## src/rtl/lcm_gcd_div.sv

```systemverilog
// lcm_gcd_div: recovers gcd = (n1*n2)/lcm from an operand pair and the LCM
// produced upstream, so that the (LCM, GCD) pair can be cross-checked.
// Datapath: W-step shift-add multiplier into a 2W-bit product, followed by
// a 2W-step restoring divider. err flags lcm==0, a quotient that does not
// fit in W bits, or a nonzero remainder.
//
// Ports:
//   clk   - clock, rising edge
//   rst   - asynchronous reset, active low
//   start - request, sampled only while busy=0
//   n1,n2 - operands, captured on the accepting edge
//   lcm   - LCM of n1,n2 from upstream, captured on the accepting edge
//   busy  - high from the accepting edge until the edge that raises done
//   done  - one-cycle pulse, gcd/err valid from this cycle
//   gcd   - result, held until the next done
//   err   - result status, held until the next done
module lcm_gcd_div #(
  parameter int W = 32
) (
  input  logic         clk,
  input  logic         rst,
  input  logic         start,
  input  logic [W-1:0] n1,
  input  logic [W-1:0] n2,
  input  logic [W-1:0] lcm,
  output logic         busy,
  output logic         done,
  output logic [W-1:0] gcd,
  output logic         err
);

  localparam int CW = $clog2(2 * W);

  typedef enum logic [1:0] {IDLE, MUL, DIV, FIN} state_t;

  state_t state, state_nxt;

  logic [2*W-1:0] mcand;   // n1 shifted left once per MUL step
  logic [W-1:0]   mplier;  // n2 shifted right once per MUL step
  logic [W-1:0]   dvsr;    // captured lcm
  logic [2*W-1:0] p;       // product; doubles as the dividend shifter in DIV
  logic [2*W-1:0] q;       // quotient
  logic [W-1:0]   r;       // partial remainder, always < dvsr after a step
  logic [CW-1:0]  cnt;
  logic           zerr;    // lcm was zero at capture

  logic           mul_last, div_last;
  logic [W:0]     r_sh;
  logic           sub_ok;
  logic [W-1:0]   r_sub;
  logic           err_nxt;

  assign mul_last = (cnt == CW'(W - 1));
  assign div_last = (cnt == CW'(2 * W - 1));

  // One restoring-division step: bring in the next dividend bit MSB first.
  // r < dvsr, so the difference always fits back into W bits.
  assign r_sh   = {r, p[2*W-1]};
  assign sub_ok = (r_sh >= {1'b0, dvsr});
  assign r_sub  = W'(r_sh - {1'b0, dvsr});

  assign err_nxt = zerr | (|q[2*W-1:W]) | (|r);

  always_ff @(posedge clk or negedge rst) begin
    if (!rst) state <= IDLE;
    else      state <= state_nxt;
  end

  always_comb begin
    state_nxt = state;
    case (state)
      IDLE:    if (start) state_nxt = (lcm == '0) ? FIN : MUL;
      MUL:     if (mul_last) state_nxt = DIV;
      DIV:     if (div_last) state_nxt = FIN;
      FIN:     state_nxt = IDLE;
      default: state_nxt = IDLE;
    endcase
  end

  always_ff @(posedge clk or negedge rst) begin
    if (!rst) begin
      mcand  <= '0;
      mplier <= '0;
      dvsr   <= '0;
      p      <= '0;
      q      <= '0;
      r      <= '0;
      cnt    <= '0;
      zerr   <= 1'b0;
      busy   <= 1'b0;
      done   <= 1'b0;
      gcd    <= '0;
      err    <= 1'b0;
    end else begin
      done <= 1'b0;
      case (state)
        IDLE: begin
          if (start) begin
            mcand  <= {{W{1'b0}}, n1};
            mplier <= n2;
            dvsr   <= lcm;
            zerr   <= (lcm == '0);
            p      <= '0;
            q      <= '0;
            r      <= '0;
            cnt    <= '0;
            busy   <= 1'b1;
          end
        end
        MUL: begin
          if (mplier[0]) p <= p + mcand;
          mcand  <= mcand << 1;
          mplier <= mplier >> 1;
          if (mul_last) begin
            // p becomes the dividend in place; remainder/quotient start clean
            cnt <= '0;
            r   <= '0;
            q   <= '0;
          end else begin
            cnt <= cnt + CW'(1);
          end
        end
        DIV: begin
          p   <= {p[2*W-2:0], 1'b0};
          r   <= sub_ok ? r_sub : r_sh[W-1:0];
          q   <= {q[2*W-2:0], sub_ok};
          cnt <= cnt + CW'(1);
        end
        FIN: begin
          busy <= 1'b0;
          done <= 1'b1;
          err  <= err_nxt;
          gcd  <= err_nxt ? '0 : q[W-1:0];
        end
        default: ;
      endcase
    end
  end

endmodule

```

## config.mk

```make
export PLATFORM = sky130hd
export DESIGN_NAME = lcm_gcd_div
export DESIGN_NICKNAME = d
export VERILOG_FILES = /design/src/rtl/lcm_gcd_div.sv
export SDC_FILE = /design/constraint.sdc
export NUM_CORES = 1
export LEC_CHECK = 0
export ABC_CLOCK_PERIOD_IN_PS = 3300
export BUFFER_PORTS_ARGS = -buffer_cell sky130_fd_sc_hd__buf_2
export CORE_ASPECT_RATIO = 1.2
export CORE_MARGIN = 1
export CORE_UTILIZATION = 40
export CTS_BUF_LIST = sky130_fd_sc_hd__clkbuf_8
export CTS_CLUSTER_SIZE = 25
export DETAILED_ROUTE_END_ITERATION = 10
export MAX_ROUTING_LAYER = met4
export PLACE_DENSITY = 0.64
export SKIP_CTS_REPAIR_TIMING = 1
export SYNTH_ARGS = -nofsm -noshare
export SYNTH_HDL_FRONTEND = slang
export SYNTH_SLANG_ARGS = --single-unit
```

## constraint.sdc

```tcl
create_clock -name clk -period 3.3 [get_ports clk]
set_input_delay 0.165 -clock clk [delete_from_list [all_inputs] [get_ports clk]]
set_output_delay 0.165 -clock clk [all_outputs]
set_load 0.01 [all_outputs]
```

Yosys cells after proc, flatten, opt, wreduce, memory -nomap -nowiden

Index checks and enable logic that the tools add are counted.

Register bits after elaboration: 332
Bits of input ports: 99
Output and inout bits: 35
Word-level logic and storage cells: 67

$add $sub $neg: 3
Order comparisons: 1
Eq/ne operators: 9
Mux-type cells: 25
Bitwise logic cells: 2
Reductions and logical operators: 14

Operators with widths:

| kind                                           | number |
|---|---|
| one-hot mux 64 bit (3 select lines)            | 2 |
| two-way mux 64 bit                             | 4 |
| two-way mux 32 bit                             | 5 |
| one-hot mux 64 bit (2 select lines)            | 1 |
| one-hot mux 32 bit (3 select lines)            | 1 |
| adder 64 bit                                   | 1 |
| one-hot mux 32 bit (2 select lines)            | 1 |
| OR reduction 32 bit                            | 2 |
| greater-or-equal comparator 33 x 32 -> 1 bit   | 1 |
| logical NOT 32 bit                             | 1 |
| subtractor 32 bit                              | 1 |
| one-hot mux 6 bit (3 select lines)             | 1 |
| two-way mux 6 bit                              | 2 |
| AND reduction 3 bit                            | 3 |
| two-way mux 2 bit                              | 4 |
| != test 2 bit (second input constant)          | 4 |
| one-hot mux 2 bit (4 select lines)             | 1 |
| AND reduction 2 bit                            | 4 |
| adder 6 x 1 -> 6 bit (second input constant)   | 1 |
| == test 6 x 5 -> 1 bit (second input constant) | 1 |
| == test 6 bit (second input constant)          | 1 |
| == test 2 bit (second input constant)          | 2 |
| nonzero test 2 bit                             | 2 |
| nonzero test 3 bit                             | 1 |
| other kinds (5)                                | 7 |

Logic depth before layout (Yosys ltp)

Word-level depth: 4
Depth in mapped cells: 14
Depth with buffers taken out: 13

Worst setup path after synthesis

No wires, ideal clock.

Path type: reg2reg
Start: register p[63]
End: register r[28]
Setup time: 0.126 ns
Arrival: 3.052 ns
Data required time: 3.174 ns
Slack: 0.122 ns
Cell stages (with the launch flop): 14
Buffers on the path: 0
Clock period less this slack: 3.178 ns
Path through: dfrtp_1 inv_1 ha_1 fa_1 nor2b_1 o21ai_0 o21ai_0 a31oi_1 o41ai_1 a31oi_1 o31ai_1 a21oi_1 xnor2_1 a221o_1

Word-level cells in the longest chain between the ends: 3
Elaborated cells on any way between the ends: 4
Those cells by class: add/sub: 1; order compare: 1; mux: 2

RTL lines:

| item                                                                              | RTL line | source |
|---|---|---|
| start: declaration                                                                | 41       | `logic [2*W-1:0] p;` |
| start signal: assignment                                                          | 111      | `if (mplier[0]) p <= p + mcand;` |
| start signal: assignment                                                          | 124      | `p <= {p[2*W-2:0], 1'b0};` |
| subtractor 32 bit or greater-or-equal comparator 33 x 32 -> 1 bit (tied branches) | 60, 59   |  |
| two-way mux 32 bit (*)                                                            | 125      | `r <= sub_ok ? r_sub : r_sh[W-1:0];` |
| one-hot mux 32 bit (3 select lines) (*)                                           | 96       | `case (state)` |
| end signal: assignment                                                            | 125      |  |
| end: declaration                                                                  | 43       | `logic [W-1:0] r;` |

Mark *: on every way between the ends. The rest lies on a longest branch, timed or not.
A chain may end at the register's enable or synchronous reset.

Final worst setup path

Start: register r[9]
End: register r[2]

Word-level cells in the longest chain between the ends: 3

RTL lines:

| item                                         | RTL line | source |
|---|---|---|
| greater-or-equal comparator 33 x 32 -> 1 bit | 59       | `assign sub_ok = (r_sh >= {1'b0, dvsr});` |
| two-way mux 32 bit                           | 125      |  |
| one-hot mux 32 bit (3 select lines)          | 96       |  |

No other way between the ends.

==> impl_metrics.json <==
{
  "outcome": "complete, no violations",
  "required_ps": 3830,
  "leakage_nw": 11.31,
  "ys_async_sr_fraction_pct": 100.0,
  "final_common_cell": "nand2_1",
  "drive_above_1_share_pct": 17.06,
  "drt_iter0_markers": 1003,
  "ys.flop_type": "dfrtp_1",
  "place_area_sq_mm": 0.02111,
  "num_vias": 16520,
  "grt_pass1_vias": 16460,
  "port-buffer-count": 133,
  "finalCritPeriodShare_pct": 96.29,
  "clkSlewWorstSetupHoldPaths_ps": 70,
  "hold_viol": 0,
  "ios": 134,
  "synthDistinctLibCells": 77,
  "synth_top_area_share_pct": 43.08,
  "syn_to_final_growth_pct": 22.36,
  "register_area_sq_mm": 0.008308,
  "cts_tree": "done",
  "synth_top_area_cell": "dfrtp_1",
  "slew_headroom_pct": 32.17,
  "cts_buffers": 57,
  "wl_um": 50430,
  "routedWlPerCell_um": 16.57,
  "setup_violations": 0,
  "grt_overflow": 0,
  "fin_nets": 2578,
  "dieArea_sq_mm": 0.04910,
  "layout.cells.non_filler": 3044,
  "rr_worst_depth": 12,
  "avgSynthCellArea_sq_um": 9.153,
  "synth_cells": 2107,
  "yosys-top-cells-area": "dfrtp_1 (43%), o21ai_0 (7.6%), nand2_1 (6.9%)",
  "slew_viol_final": 0,
  "finalSetupTns_ps": 0,
  "cts_sinks": 332,
  "crit_arrival_ps": 3710,
  "hpwl_um": 33840,
  "n_fill_cell": 4386,
  "syn_nets": 2308,
  "die_y_um": 242.5,
  "start_util_pct": 40.82,
  "skew_ps": 25.83,
  "hold_class": "in2async",
  "grt_pass1_wl_um": 82230,
  "grt_max_degree": 100,
  "core_area_sq_mm": 0.04724,
  "final_cell_mix": "nand2_1 (351), dfrtp_1 (332), o21ai_0 (286)",
  "diodes": 0,
  "ir_drop_mv": 0.5610,
  "netlist_area_sq_mm": 0.01928,
  "die_x_um": 202.4,
  "dp.cells": 2834,
  "vias_per_cell": 5.426,
  "tightestPinTransition_ps": 1015,
  "track_usage_pct": 20.72,
  "grt_antenna_before_repair": 0,
  "clockRootBuffer": "clkbuf_8",
  "gp_congestion": 0.8814,
  "antenna_left": 0,
  "cp_max_fo": 10,
  "ctsHtreeMaxLevel": 2,
  "cts.path.max_buffers": 3,
  "worst_slack_ps": 122.5,
  "multi_input_comb_area_sq_mm": 0.01038,
  "whs_ps": 120.5,
  "timing.fmax_mhz": 314.7,
  "ys_seq_elements": 332,
  "crit_path_start_kind": "flop",
  "drcViolationCount": 0,
  "postLayoutCellArea_sq_mm": 0.02360,
  "synth_warnings": 0,
  "rows": 87,
  "dr.pass1.iters": 5,
  "power_density_mw_per_mm2": 775.9,
  "synth_edf_count": 0,
  "critical_path_class": "reg2reg",
  "clkLatencyLatePin_ps": 670,
  "dp_slack_ps": -22.14,
  "period_needed_ps": 3177,
  "cap_violations": 0,
  "crit_path_end_kind": "flop",
  "ys_seq_area_share_pct": 43.08
}
## cell usage after synthesis, types with 3 or more instances
library cell and number:
nand2_1 352, nor3_1 13, a211oi_1 10, a21boi_0 3, a21oi_1 90, o31a_1 5, a22oi_1 52, o211ai_1 4
or2_2 4, a31oi_1 19, o211a_1 3, a22o_1 33, dfrtp_1 332, and3_1 14, nor2b_1 10, xor2_1 33
o31ai_1 9, nand2b_1 10, clkbuf_1 107, nand3_1 24, o21a_1 10, nor2_1 53, o21ai_0 292, o21bai_1 21
xnor2_1 52, nor4_1 25, ha_1 100, o22a_1 3, mux2i_1 90, a21o_1 72, mux2_2 35, o22ai_1 4
nand4_1 28, o21ai_1 14, a221o_1 7, buf_1 9, or4_1 3, or3_1 4, a222oi_1 3, a221oi_1 9
and2_1 10, inv_1 91, a2bb2oi_1 3
## path summary, 6_finish.rpt
kind	from	endpoint	slack, ps
min in group clk	lcm[24]	dvsr[24]	290
max in group asynchronous	rst	q[2]	2250
setup / recovery	r[9]	r[2]	120
hold reg to reg	err	err	480
hold / removal	rst	dvsr[15]	120
setup reg to reg	r[9]	r[2]	120
## kinds of logic (layout without fill, tap and decap cells)
kind of cell | count (synthesis) | in the layout | synth area share [%]
buffers and inverters | 213 | 527 | 4.295
AO/OA/AOI/OAI | 691 | 691 | 22.60
multiplexers | 125 | 125 | 6.715
flip-flops | 332 | 332 | 43.08
XOR/XNOR | 85 | 85 | 3.860
AND/OR/NAND/NOR | 559 | 559 | 12.75
adder cells (fa/ha/maj) | 102 | 102 | 6.696
## critical path, stage by stage (launching register included)
cell and delay, ps:
dfrtp_1 410, ha_1 320, a21o_1 220, a311oi_2 270, o21bai_1 140, a2111o_1 450
a21oi_2 190, o31ai_4 110, a21oi_4 190, o21a_4 260, buf_12 170, mux2i_1 190
o21ai_0 100
## per-layer routing
| metal | up-vias | wire [um] | GRT usage (%) |
|---|---|---|---|
| met2 | 332 | 24720 | 34.22 |
| li1 | 8092 | - | - |
| met4 | 0 | 1704 | 7.298 |
| met1 | 7973 | 21870 | 25.39 |
| met5 | - | 0 | - |
| met3 | 121 | 2129 | 3.565 |
## area by class of cell
cell class / instances / share of cell area, %
multi-input combinational: 1562 / 43.98
tap: 623 / 3.303
sequential: 332 / 35.21
timing repair buffer: 333 / 10.83
clock inverter: 27 / 0.8007
inverter: 91 / 1.448
clock buffer: 76 / 4.433
## power breakdown
part	leakage (nW)	internal, mW	switching [mW]	total (mW)
logic	6.17	3.32	5.26	8.58
clock network	0.698	2.22	1.81	4.02
registers	4.45	5.00	0.707	5.70
total	11.3	10.5	7.78	18.3
## stage by stage
| stage | total power, mW | util, % |
|---|---|---|
| 2_1_floorplan | 11.38 | - |
| 3_3_place_gp | 13.87 | 44.69 |
| 3_5_place_dp | 14.01 | 44.69 |
| 4_1_cts | 18.16 | 47.30 |
| 5_1_grt | 19.73 | 49.95 |
| 6_report | 18.31 | 49.95 |
## state kept, by name, summed over array words and instances, names as in the netlist
signal	count
p	64
mcand	64
gcd	32
busy	1
cnt	6
zerr	1
dvsr	32
q	64
err	1
mplier	32
done	1
r	32
state	2
Power figures use the tool's default switching activity.
